===== src/rtl/vid_pkg.sv =====
// Shared definitions for the raster timing path: default 640x480 timing,
// pixel and coordinate types, and the run-control state encoding.
package vid_pkg;

  localparam int COORD_W = 12;

  localparam int VGA_H_ACTIVE = 640;
  localparam int VGA_H_FP     = 16;
  localparam int VGA_H_SYNC   = 96;
  localparam int VGA_H_BP     = 48;
  localparam int VGA_V_ACTIVE = 480;
  localparam int VGA_V_FP     = 10;
  localparam int VGA_V_SYNC   = 2;
  localparam int VGA_V_BP     = 33;

  typedef logic [23:0] pixel_t;

  typedef enum logic [1:0] {
    ST_IDLE      = 2'd0,
    ST_RUN       = 2'd1,
    ST_STOP_PEND = 2'd2
  } vid_state_e;

endpackage


===== src/rtl/vid_hv_counter.sv =====
// Horizontal/vertical raster position counters. Held at the origin while not
// running, so a restart always begins at pixel (0,0).
module vid_hv_counter
  import vid_pkg::*;
#(
  parameter int H_TOTAL = 800,
  parameter int V_TOTAL = 525
) (
  input  logic               clk,
  input  logic               srst,
  input  logic               run,
  output logic [COORD_W-1:0] h_cnt,
  output logic [COORD_W-1:0] v_cnt,
  output logic               frame_last
);

  localparam logic [COORD_W-1:0] H_LAST = COORD_W'(H_TOTAL - 1);
  localparam logic [COORD_W-1:0] V_LAST = COORD_W'(V_TOTAL - 1);

  assign frame_last = (h_cnt == H_LAST) && (v_cnt == V_LAST);

  always_ff @(posedge clk) begin
    if (srst || !run) begin
      h_cnt <= '0;
      v_cnt <= '0;
    end else if (h_cnt == H_LAST) begin
      h_cnt <= '0;
      v_cnt <= (v_cnt == V_LAST) ? '0 : v_cnt + 1'b1;
    end else begin
      h_cnt <= h_cnt + 1'b1;
    end
  end

endmodule


===== src/rtl/vid_timing_gen.sv =====
// Raster timing generator: drives hsync/vsync/de and a pixel stream pulled
// from a show-ahead FIFO, starting and stopping only on frame boundaries.
module vid_timing_gen
  import vid_pkg::*;
#(
  parameter int     H_ACTIVE   = VGA_H_ACTIVE,
  parameter int     H_FP       = VGA_H_FP,
  parameter int     H_SYNC     = VGA_H_SYNC,
  parameter int     H_BP       = VGA_H_BP,
  parameter int     V_ACTIVE   = VGA_V_ACTIVE,
  parameter int     V_FP       = VGA_V_FP,
  parameter int     V_SYNC     = VGA_V_SYNC,
  parameter int     V_BP       = VGA_V_BP,
  parameter bit     SYNC_POL   = 1'b0,
  parameter pixel_t FILL_COLOR = 24'h000000
) (
  input  logic               i_clk,
  input  logic               i_rst,
  input  logic               i_en,
  input  logic               i_fifo_empty,
  input  pixel_t             i_fifo_data,
  output logic               o_fifo_rd,
  output logic               o_hsyn,
  output logic               o_vsyn,
  output logic               o_de,
  output pixel_t             o_data,
  output logic [COORD_W-1:0] o_x,
  output logic [COORD_W-1:0] o_y,
  output logic               o_frame_start,
  output logic               o_underflow,
  input  logic               i_underflow_clr
);

  localparam int H_TOTAL = H_ACTIVE + H_FP + H_SYNC + H_BP;
  localparam int V_TOTAL = V_ACTIVE + V_FP + V_SYNC + V_BP;

  localparam logic [COORD_W-1:0] H_ACT_END  = COORD_W'(H_ACTIVE);
  localparam logic [COORD_W-1:0] H_SYNC_BEG = COORD_W'(H_ACTIVE + H_FP);
  localparam logic [COORD_W-1:0] H_SYNC_END = COORD_W'(H_ACTIVE + H_FP + H_SYNC);
  localparam logic [COORD_W-1:0] V_ACT_END  = COORD_W'(V_ACTIVE);
  localparam logic [COORD_W-1:0] V_SYNC_BEG = COORD_W'(V_ACTIVE + V_FP);
  localparam logic [COORD_W-1:0] V_SYNC_END = COORD_W'(V_ACTIVE + V_FP + V_SYNC);

  vid_state_e         state_reg, state_next;
  logic [COORD_W-1:0] h_cnt, v_cnt;
  logic               frame_last, running, active, hsync_on, vsync_on;

  vid_hv_counter #(
    .H_TOTAL (H_TOTAL),
    .V_TOTAL (V_TOTAL)
  ) u_hv_counter (
    .clk        (i_clk),
    .srst       (i_rst),
    .run        (running),
    .h_cnt      (h_cnt),
    .v_cnt      (v_cnt),
    .frame_last (frame_last)
  );

  assign running  = (state_reg != ST_IDLE);
  assign active   = running && (h_cnt < H_ACT_END) && (v_cnt < V_ACT_END);
  assign hsync_on = running && (h_cnt >= H_SYNC_BEG) && (h_cnt < H_SYNC_END);
  assign vsync_on = running && (v_cnt >= V_SYNC_BEG) && (v_cnt < V_SYNC_END);

  // Blocked during reset so a mid-frame reset cannot steal a pixel from the FIFO.
  assign o_fifo_rd = active && !i_fifo_empty && !i_rst;

  always_ff @(posedge i_clk) begin
    if (i_rst) state_reg <= ST_IDLE;
    else       state_reg <= state_next;
  end

  always_comb begin
    state_next = state_reg;
    case (state_reg)
      ST_IDLE:      if (i_en) state_next = ST_RUN;
      ST_RUN:       if (!i_en) state_next = ST_STOP_PEND;
      ST_STOP_PEND: begin
        if (i_en)            state_next = ST_RUN;
        else if (frame_last) state_next = ST_IDLE;
      end
      default:      state_next = ST_IDLE;
    endcase
  end

  always_ff @(posedge i_clk) begin
    if (i_rst) begin
      o_hsyn        <= ~SYNC_POL;
      o_vsyn        <= ~SYNC_POL;
      o_de          <= 1'b0;
      o_data        <= '0;
      o_x           <= '0;
      o_y           <= '0;
      o_frame_start <= 1'b0;
      o_underflow   <= 1'b0;
    end else begin
      o_hsyn        <= hsync_on ? SYNC_POL : ~SYNC_POL;
      o_vsyn        <= vsync_on ? SYNC_POL : ~SYNC_POL;
      o_de          <= active;
      o_data        <= !active ? '0 : (i_fifo_empty ? FILL_COLOR : i_fifo_data);
      o_x           <= active ? h_cnt : '0;
      o_y           <= active ? v_cnt : '0;
      o_frame_start <= active && (h_cnt == '0) && (v_cnt == '0);
      // Set has priority so an underflow coinciding with a clear is not lost.
      if (active && i_fifo_empty) o_underflow <= 1'b1;
      else if (i_underflow_clr)   o_underflow <= 1'b0;
    end
  end

endmodule


===== config.mk =====
export PLATFORM = sky130hd
export DESIGN_NAME = vid_timing_gen
export DESIGN_NICKNAME = d
export VERILOG_FILES = /design/src/rtl/vid_pkg.sv /design/src/rtl/vid_hv_counter.sv /design/src/rtl/vid_timing_gen.sv
export SDC_FILE = /design/constraint.sdc
export NUM_CORES = 1
export LEC_CHECK = 0
export BUFFER_PORTS_ARGS = -buffer_cell sky130_fd_sc_hd__buf_2
export CAP_MARGIN = 5
export CORE_MARGIN = 3
export CORE_UTILIZATION = 44
export CTS_CLUSTER_SIZE = 12
export DETAILED_ROUTE_END_ITERATION = 16
export HOLD_SLACK_MARGIN = 0.12
export PLACE_DENSITY_LB_ADDON = 0.15
export SETUP_SLACK_MARGIN = 0.5
export SYNTH_ARGS = -nofsm -noshare
export SYNTH_HDL_FRONTEND = slang
export SYNTH_SLANG_ARGS = --single-unit

===== constraint.sdc =====
create_clock -name i_clk -period 3 [get_ports i_clk]
set_input_delay 0.15 -clock i_clk [delete_from_list [all_inputs] [get_ports i_clk]]
set_output_delay 0.15 -clock i_clk [all_outputs]
set_load 0.05 [all_outputs]

==> impl_results.md, run 1 <==
* Die X at 84.97 µm
* Area Overhead vs Synth at 36.94%
* Placed wire-length estimate at 3954 µm
* Worst Setup Path Type: reg2reg
* Total GRT Usage at 0.1752
* FFs w/ async S/R, synth at 0
* Gpl congestion at 0.8125
* Final core occ at 0.6272
* Worst hold margin at 0.4834 ns
* Leakage at 0.001605 µW
* Post-Synthesis Cell Area at 2744 µm²
* Min Tclk post-route at 2.366 ns
* Drt drc at 0
* Ratio of final minimum period to clock period at 0.7887
* Antenna Nets Post-Route at 0
* Number of flip-flops under the largest register name at 24
* Core footprint at 5991 µm²
* Post-CTS Setup Bufs at 0
* Largest net degree at the start of global routing at 26
* Root Driver: clkbuf_8
* # diodes at 0
* Number of port buffers at 82
* Critical Path AT at 2.65 ns
* Sum Neg Setup Slack at 0 ns
* Post-Place Cells at 429
* Worst-path cell chain: or4_4 > or4_1 > buf_4 > or4_1 > a21oi_1
* Most used DFF post-synth: dfxtp_1
* Buffers plus inverters on the worst setup path at 1
* CP max stage cell: or4_4
* First-pass GRT wire length at 9963 µm
* # fillers at 485
* P per Cell Area at 566.4 nW/µm²
* Maximum VDD drop at 0.3444 mV
* Biggest register: o_data
* Cell variety after synth at 35
* YS warnings at 0
* Via count at 2265
* Final net count at 427
* TritonCTS Buffers at 9
* Rows at 28
* Post-Syn Instances at 279
* Vias per inst at 4.789
* # clock sinks at 79
* CP most frequent cell: or4_1
* CP required at 3.28 ns
* Top delay family on crit path: simple AND/OR/NAND/NOR gates
* Io pins at 83
* Clock slew at reported path FFs at 0.08 ns
* Setup violators final at 0
* Pre-antenna DRT Iters at 4
* Die height at 84.97 µm
* Total grt overflow at 0
* Max H-tree Level at 3
* Initial Util at 0.4580
* Register area share after synthesis at 0.5764
* CP Capture Type: register
* Final cell count without fillers at 473
* WL final at 5997 µm
* Number of synthesized register bits at 79
* Most frequent cells in the layout: 81 x buf_2, 77 x dfxtp_1, 37 x and2_1
* Number of synthesized flops with an enable pin at 0
* Vias in the first global route at 2099
* Syn_area_per_cell at 9.835 µm²
* Hold crit path type: reg2reg
* Initial DRC count at 157
* Clock Skew at 0.004174 ns
* Worst-case clock buffer depth at 2
* Most common cell after layout, fill and taps aside: buf_2
* Initial antenna violation count at 0
* Crit path max fanout at 25
* Share of cells above drive strength 1 at 0.2789
* Max-cap viol count at 0
* RSZ-0062 raised after global routing: no
* Crit start category: register
* Final hold violations at 0
* Max-slew violations at 0
* CP peak stage delay at 0.55 ns
* Routed len/inst at 12.68 µm
* Die Area at 7220 µm²
* Status: finished, final reports clean
* CTS tree: done
* Skew-Pair Late Insertion Delay at 0.35 ns
* F_max at 422.7 MHz
==> final cells by class <==
cell class,count,area [µm²],share of cell area
flip-flops and latches,79,1584,0.4216
repair buffers,117,748.2,0.1991
clock buffers,9,123.9,0.03297
well taps,75,93.84,0.02498
multi-input cells,180,1071,0.2850
inverters,7,26.28,0.006993
clock inverters,6,110.1,0.02930
==> path summary, 6_finish.rpt <==
| check | start | slack, ns | to | cells past startpoint |
|---|---|---|---|---|
| hold / removal | u_hv_counter.h_cnt[0] | 0.48 | u_hv_counter.h_cnt[0] | 1 |
| setup reg to reg | u_hv_counter.h_cnt[6] | 0.63 | u_hv_counter.v_cnt[10] | 5 |
| hold reg to reg | u_hv_counter.h_cnt[0] | 0.48 | u_hv_counter.h_cnt[0] | 1 |
| setup / recovery | u_hv_counter.h_cnt[6] | 0.63 | u_hv_counter.v_cnt[10] | 5 |
==> synthesized netlist by cell type (all sizes together), types with 8 or more instances <==
library cell,n,area share
o21ai,8,0.015
clkbuf,11,0.015
nor3,12,0.022
a21oi,11,0.020
nand3,12,0.022
and2,38,0.087
or3,8,0.019
nand2,11,0.015
dfxtp,79,0.58
nor2,26,0.036
xnor2,9,0.029
==> worst register-to-register path, cell delays in order (launching register included) <==
cell,delay [ns]
dfxtp_2,0.36
or4_4,0.55
or4_1,0.51
buf_4,0.22
or4_1,0.52
a21oi_1,0.14
==> power breakdown <==
group          total, µW  switching [µW]  leakage [µW]  internal, µW
Clock                919             373      0.000111           546
Sequential          1070            5.40      0.000641          1060
Combinational        142            82.2      0.000852          59.3
==> through the flow <==
stage               worst slack (ns)  area (µm²)  power [µW]
floorplan                     0.6908        2760        1163
global placement              0.6592        3224        1203
detailed placement            0.6147        3224        1204
CTS                           0.5309        3751        2147
global route                  0.5181        3757        2214
finish                        0.6340        3757        2128
==> cell families after synthesis <==
family	count (synthesis)	share of synthesized area
simple gates	132	0.2668
flops	79	0.5764
compound gates	28	0.06019
buf+inv	24	0.04195
xor+xnor	11	0.03511
fa+ha+maj	4	0.01824
other cells	1	0.001367
==> per-layer routing <==
metal	vias up	track usage	part of all wire
met5	-	0	0
met4	0	0.08345	0.020
met3	10	0.06602	0.080
met2	78	0.2507	0.45
met1	1015	0.2325	0.45
li1	1162	-	-
==> repair_timing <==
action / in CTS / in global routing
endpoints found under the setup margin: 1 / 4
resized for setup: 1 / 3
hold buffers: 29 / 0
hold endpoints to repair: 27 / 0
(Power assumes the default switching activity.)
==> run 2, diff against run 1 <==
==> constraint.sdc (replaced) <==
create_clock -name i_clk -period 2.4 [get_ports i_clk]
set_input_delay 0.12 -clock i_clk [delete_from_list [all_inputs] [get_ports i_clk]]
set_output_delay 0.12 -clock i_clk [all_outputs]
set_load 0.05 [all_outputs]
==> run 2 against run 1 <==
Non-clock buffer count rose by 16. Core utilization rose by 4.5 points. Register-to-register slack got worse by 0.30 ns. Cell area rose by 7.2%. Wire length rose by 19%. Combinational power rose by 39%. Via count rose by 6.9%. Sequential cell count did not move. Largest cell class unchanged.
==> impl_results.md, run 2 (synthesis gave the netlist of run 1 again) <==
* Rows at 28
* Setup violators final at 0
* F_max at 468.4 MHz
* First-pass GRT wire length at 11560 µm
* Initial antenna violation count at 0
* Via count at 2421
* Crit start category: register
* Clock power share at 0.380
* Final cell count without fillers at 492
* Initial Util at 0.4580
* Internal at 1809 µW
* Sequential cell fraction of total power at 0.540
* Post-DP Area at 3281 µm²
* Drt drc at 0
* Met3 Use GR at 0.03883
* Leakage at 0.001700 µW
* Max H-tree Level at 3
* Largest net degree at the start of global routing at 25
* Max_slew headroom at 0.6205
* Maximum VDD drop at 0.3645 mV
* Met2 Resource Use GR at 0.3234
* Worst-Margin Slew at 0.5671 ns
* TritonCTS Buffers at 9
* Total GRT Usage at 0.1991
* GR peak layer: met2
* Net Sw Frac at 0.2662
* P_sw at 656.3 µW
* # clock sinks at 79
* Number of port buffers at 82
* Initial DRC count at 109
* Post-route setup slack at 0.2650 ns
* Final hold violations at 0
* WL final at 7137 µm
* CTS tree: done
* RSZ-0062 raised after global routing: yes
* Vias per inst at 4.921
* Crit path max fanout at 2
* Antenna Nets Post-Route at 0
* Max-cap viol count at 0
* Core footprint at 5991 µm²
* Clock Skew at 0.009514 ns
* Area Overhead vs Synth at 46.83%
* Final net count at 445
* Status: finished, final reports clean
* Placed wire-length estimate at 4431 µm
* Skew-Pair Late Insertion Delay at 0.35 ns
* Min Tclk post-route at 2.135 ns
* Root Driver: clkbuf_8
* Number of flip-flops under the largest register name at 24
* Die height at 84.97 µm
* Setup WS pre-CTS at 0.2469 ns
* Routed len/inst at 14.51 µm
* Worst Setup Path Type: reg2out
* Share of cells above drive strength 1 at 0.3885
* P per Cell Area at 611.9 nW/µm²
* Die Area at 7220 µm²
* Pre-antenna DRT Iters at 4
* Most common cell after layout, fill and taps aside: buf_2
* Clock slew at reported path FFs at 0.09 ns
* Total grt overflow at 0
* CP required at 2.28 ns
* Max-slew violations at 0
* Vias in the first global route at 2347
* Sum Neg Setup Slack at 0 ns
* Final instance area at 4029 µm²
* CP Capture Type: output port
* Io pins at 83
* Worst-case clock buffer depth at 2
* Die X at 84.97 µm
* Logic pwr share at 0.080
* # diodes at 0
* Post-Place Cells at 432
* Hold crit path type: in2reg
* Biggest register: o_data
* Gpl congestion at 0.7879
* Ratio of final minimum period to clock period at 0.8896
* Met1 usage at 0.2611
* Most frequent cells in the layout: 81 x buf_2, 68 x dfxtp_1, 37 x and2_1
* Critical Path AT at 2.01 ns
run 2: cell types whose count changed in the layout (fill, tap and decap cells not counted), sizes merged:
| cell | delta |
|---|---|
| or4 | +2 |
| bufinv | -3 |
| inv | +5 |
| buf | +16 |
| clkinvlp | -1 |
run 2: power by group through the flow:
stage	combinational, µW	clock (µW)	sequential, µW
detailed placement	142	0	1370
global placement	143	0	1370
global route	210	1010	1330
finish	197	936	1330
floorplan	34.5	0	1420
CTS	184	943	1330
run 2: layout make-up:
type                    instances  area, µm²
flip-flops and latches         79       1605
well taps                      75      93.84
inverters                       7      26.28
clock inverters                 7      61.31
multi-input cells             182       1222
fillers                       484       1962
clock buffers                   9      123.9
repair buffers                133      895.9
run 2: worst paths after layout:
check                                            start                     end  slack (ns)  depth (start not counted)
worst min-delay path                             i_rst             o_underflow        0.15                          3
worst min register to register             o_underflow             o_underflow        0.47                          1
worst max register to register   u_hv_counter.h_cnt[6]  u_hv_counter.v_cnt[11]        0.33                          4
worst max-delay path            u_hv_counter.v_cnt[10]               o_fifo_rd        0.27                          4
run 2: routing by layer:
| layer | vias up | share of wire |
|---|---|---|
| li1 | 1208 | - |
| met1 | 1099 | 0.45 |
| met2 | 103 | 0.46 |
| met3 | 11 | 0.074 |
| met4 | 0 | 0.018 |
| met5 | - | 0 |
run 2: stage by stage:
step	total power (µW)	util	hold slack (ns)
after floorplan	1458	-	0.1928
after global placement	1509	0.5476	0.3275
after detailed placement	1509	0.5476	0.3259
after CTS	2462	0.6464	0.1437
after global routing	2552	0.6725	0.1910
final	2465	0.6725	0.1523
run 2: timing repair:
action                                 in CTS  in global routing
pin swaps                                  11                  3
setup endpoints to repair                  54                 64
endpoints found under the hold margin      27                  0
setup buffers                               6                  7
gates cloned                                2                  0
hold buffers                               29                  0
gates resized for setup                    20                 28
run 2: worst max-delay path, cell delays in order (launching register included):
cell,delay (ns)
dfxtp_2,0.33
or3_4,0.39
or4b_4,0.53
nor3_4,0.24
buf_6,0.19
==> run 3, diff against run 2 <==
--- a/config.mk
+++ b/config.mk
@@ -13,7 +13,8 @@
 export DETAILED_ROUTE_END_ITERATION = 16
 export HOLD_SLACK_MARGIN = 0.12
 export PLACE_DENSITY_LB_ADDON = 0.15
-export SETUP_SLACK_MARGIN = 0.5
+export REMOVE_ABC_BUFFERS = 1
+export SETUP_SLACK_MARGIN = 0.2
 export SYNTH_ARGS = -nofsm -noshare
 export SYNTH_HDL_FRONTEND = slang
 export SYNTH_SLANG_ARGS = --single-unit
==> run 3 against run 2 <==
Die area unchanged. Highest routed layer unchanged. Largest power group unchanged. Global-route usage down 0.48 points. Clock-buffer cell count up 1.
==> impl_results.md, run 3 (synthesis gave the netlist of run 1 again) <==
* Die height at 84.97 µm
* RSZ-0062 raised after global routing: yes
* Internal at 2099 µW
* Critical Path AT at 2.52 ns
* Gpl congestion at 0.8263
* Setup violators final at 0
* Post-DP Area at 3297 µm²
* Most common cell after layout, fill and taps aside: buf_2
* Final instance area at 3921 µm²
* Leakage at 0.001690 µW
* Clock slew at reported path FFs at 0.08 ns
* CP peak stage delay at 0.54 ns
* Crit start category: register
* TritonCTS Buffers at 9
* Logic pwr share at 0.070
* CTS tree: done
* Status: finished, final reports clean
* Final net count at 441
* Placed wire-length estimate at 4021 µm
* Initial Util at 0.4580
* Initial DRC count at 168
* Final Power at 2693 µW
* Antenna Nets Post-Route at 0
* # fillers at 472
* Maximum VDD drop at 0.3793 mV
* CP most frequent cell: or4_4
* Initial antenna violation count at 0
* Io pins at 83
* Setup WS pre-CTS at 0.1019 ns
* Net Sw Frac at 0.2205
* Pre-antenna DRT Iters at 4
* Vias in the first global route at 2363
* Worst Setup Path Type: reg2reg
* CP required at 2.69 ns
* Crit path max fanout at 13
* Final cell count without fillers at 488
* P per Cell Area at 686.8 nW/µm²
* Via count at 2309
* Hold crit path type: reg2reg
* # clock sinks at 79
* Sum Neg Setup Slack at 0 ns
* Ratio of final minimum period to clock period at 0.9296
* Register area at 1587 µm²
* Max-cap viol count at 0
* Share of cells above drive strength 1 at 0.3245
* Sequential cell fraction of total power at 0.496
* Number of flip-flops under the largest register name at 24
* CP max stage cell: or4_4
* P_sw at 593.8 µW
* Skew-Pair Late Insertion Delay at 0.35 ns
* Routed len/inst at 13.70 µm
* Worst-path cell chain: or4_4 > or4_4 > buf_8 > or4_1 > a21oi_2
* Clock Skew at 0.006211 ns
* Max-slew violations at 0
* Area Overhead vs Synth at 42.91%
* Total grt overflow at 0
* CP Capture Type: register
* Multi-input gate area at 1104 µm²
* Worst-case clock buffer depth at 2
* Clock power share at 0.434
* Die Area at 7220 µm²
* Total GRT Usage at 0.1943
* Final hold violations at 0
* Core footprint at 5991 µm²
* Die X at 84.97 µm
* WL final at 6688 µm
* Most frequent cells in the layout: 82 x buf_2, 75 x dfxtp_1, 37 x and2_1
* Post-route setup slack at 0.1690 ns
* Vias per inst at 4.732
* Post-Place Cells at 437
* Rows at 28
* Drt drc at 0
* F_max at 448.2 MHz
* Root Driver: clkbuf_8
* Min Tclk post-route at 2.231 ns
* Largest net degree at the start of global routing at 19
* Max H-tree Level at 3
* Biggest register: o_data
* Number of port buffers at 82
* Max_slew headroom at 0.6369
* Worst-Margin Slew at 0.5396 ns
* First-pass GRT wire length at 10980 µm
* # diodes at 0
## run 3: changes by cell type in the layout (fill, tap and decap cells not counted), sizes merged, moves of 2 or more
| cell | delta |
|---|---|
| clkinv | +2 |
| bufinv | +3 |
| or4 | -2 |
| inv | -5 |
| buf | -2 |
## run 3: repair_timing
item                       in CTS  in global routing
buffers inserted                4                  1
pin swaps                       4                  6
hold endpoints to repair       29                  0
hold buffers                   29                  0
gates cloned                    1                  0
setup endpoints to repair      10                 12
resized for setup              10                  8
## run 3: path summary, 6_finish.rpt
check                         from                endpoint  slack, ns  depth (start not counted)
max          u_hv_counter.h_cnt[6]  u_hv_counter.v_cnt[10]       0.17                          5
min          u_hv_counter.h_cnt[0]   u_hv_counter.h_cnt[0]       0.46                          1
max reg2reg  u_hv_counter.h_cnt[6]  u_hv_counter.v_cnt[10]       0.17                          5
min reg2reg  u_hv_counter.h_cnt[0]   u_hv_counter.h_cnt[0]       0.46                          1
## run 3: area by class of cell
cell class | instances | area share
clock buffer | 10 | 0.03255
tap | 75 | 0.02393
sequential | 79 | 0.4046
multi-input combinational | 180 | 0.2814
timing repair buffer | 131 | 0.2230
clock inverter | 6 | 0.02776
inverter | 7 | 0.006701
## run 3: per-layer routing
metal | wire length, µm | up-vias | track usage | part of all wire
li1 | - | 1189 | - | -
met1 | 2983 | 1031 | 0.2450 | 0.45
met2 | 3095 | 78 | 0.3030 | 0.46
met3 | 493 | 11 | 0.07087 | 0.074
met4 | 115 | 0 | 0.07626 | 0.017
met5 | 0 | - | 0 | 0
## run 3: power groups by stage
stage,combinational (µW),clock (µW),sequential (µW)
final,189,1170,1340
after global routing,202,1260,1340
after CTS,185,1180,1340
after detailed placement,145,0,1370
after global placement,145,0,1370
after floorplan,27.1,0,1420
## run 3: through the flow
step / util / hold slack, ns
floorplan: - / 0.1928
global placement: 0.5503 / 0.3190
detailed placement: 0.5503 / 0.3211
CTS: 0.6497 / 0.4775
global route: 0.6546 / 0.4869
finish: 0.6546 / 0.4579
## run 3: worst max-delay path, delay by kind of cell, from the launching register on
family / cells / cell delay [ns]
simple gates: 3 / 1.57
flops: 1 / 0.31
buf+inv: 1 / 0.16
compound gates: 1 / 0.12
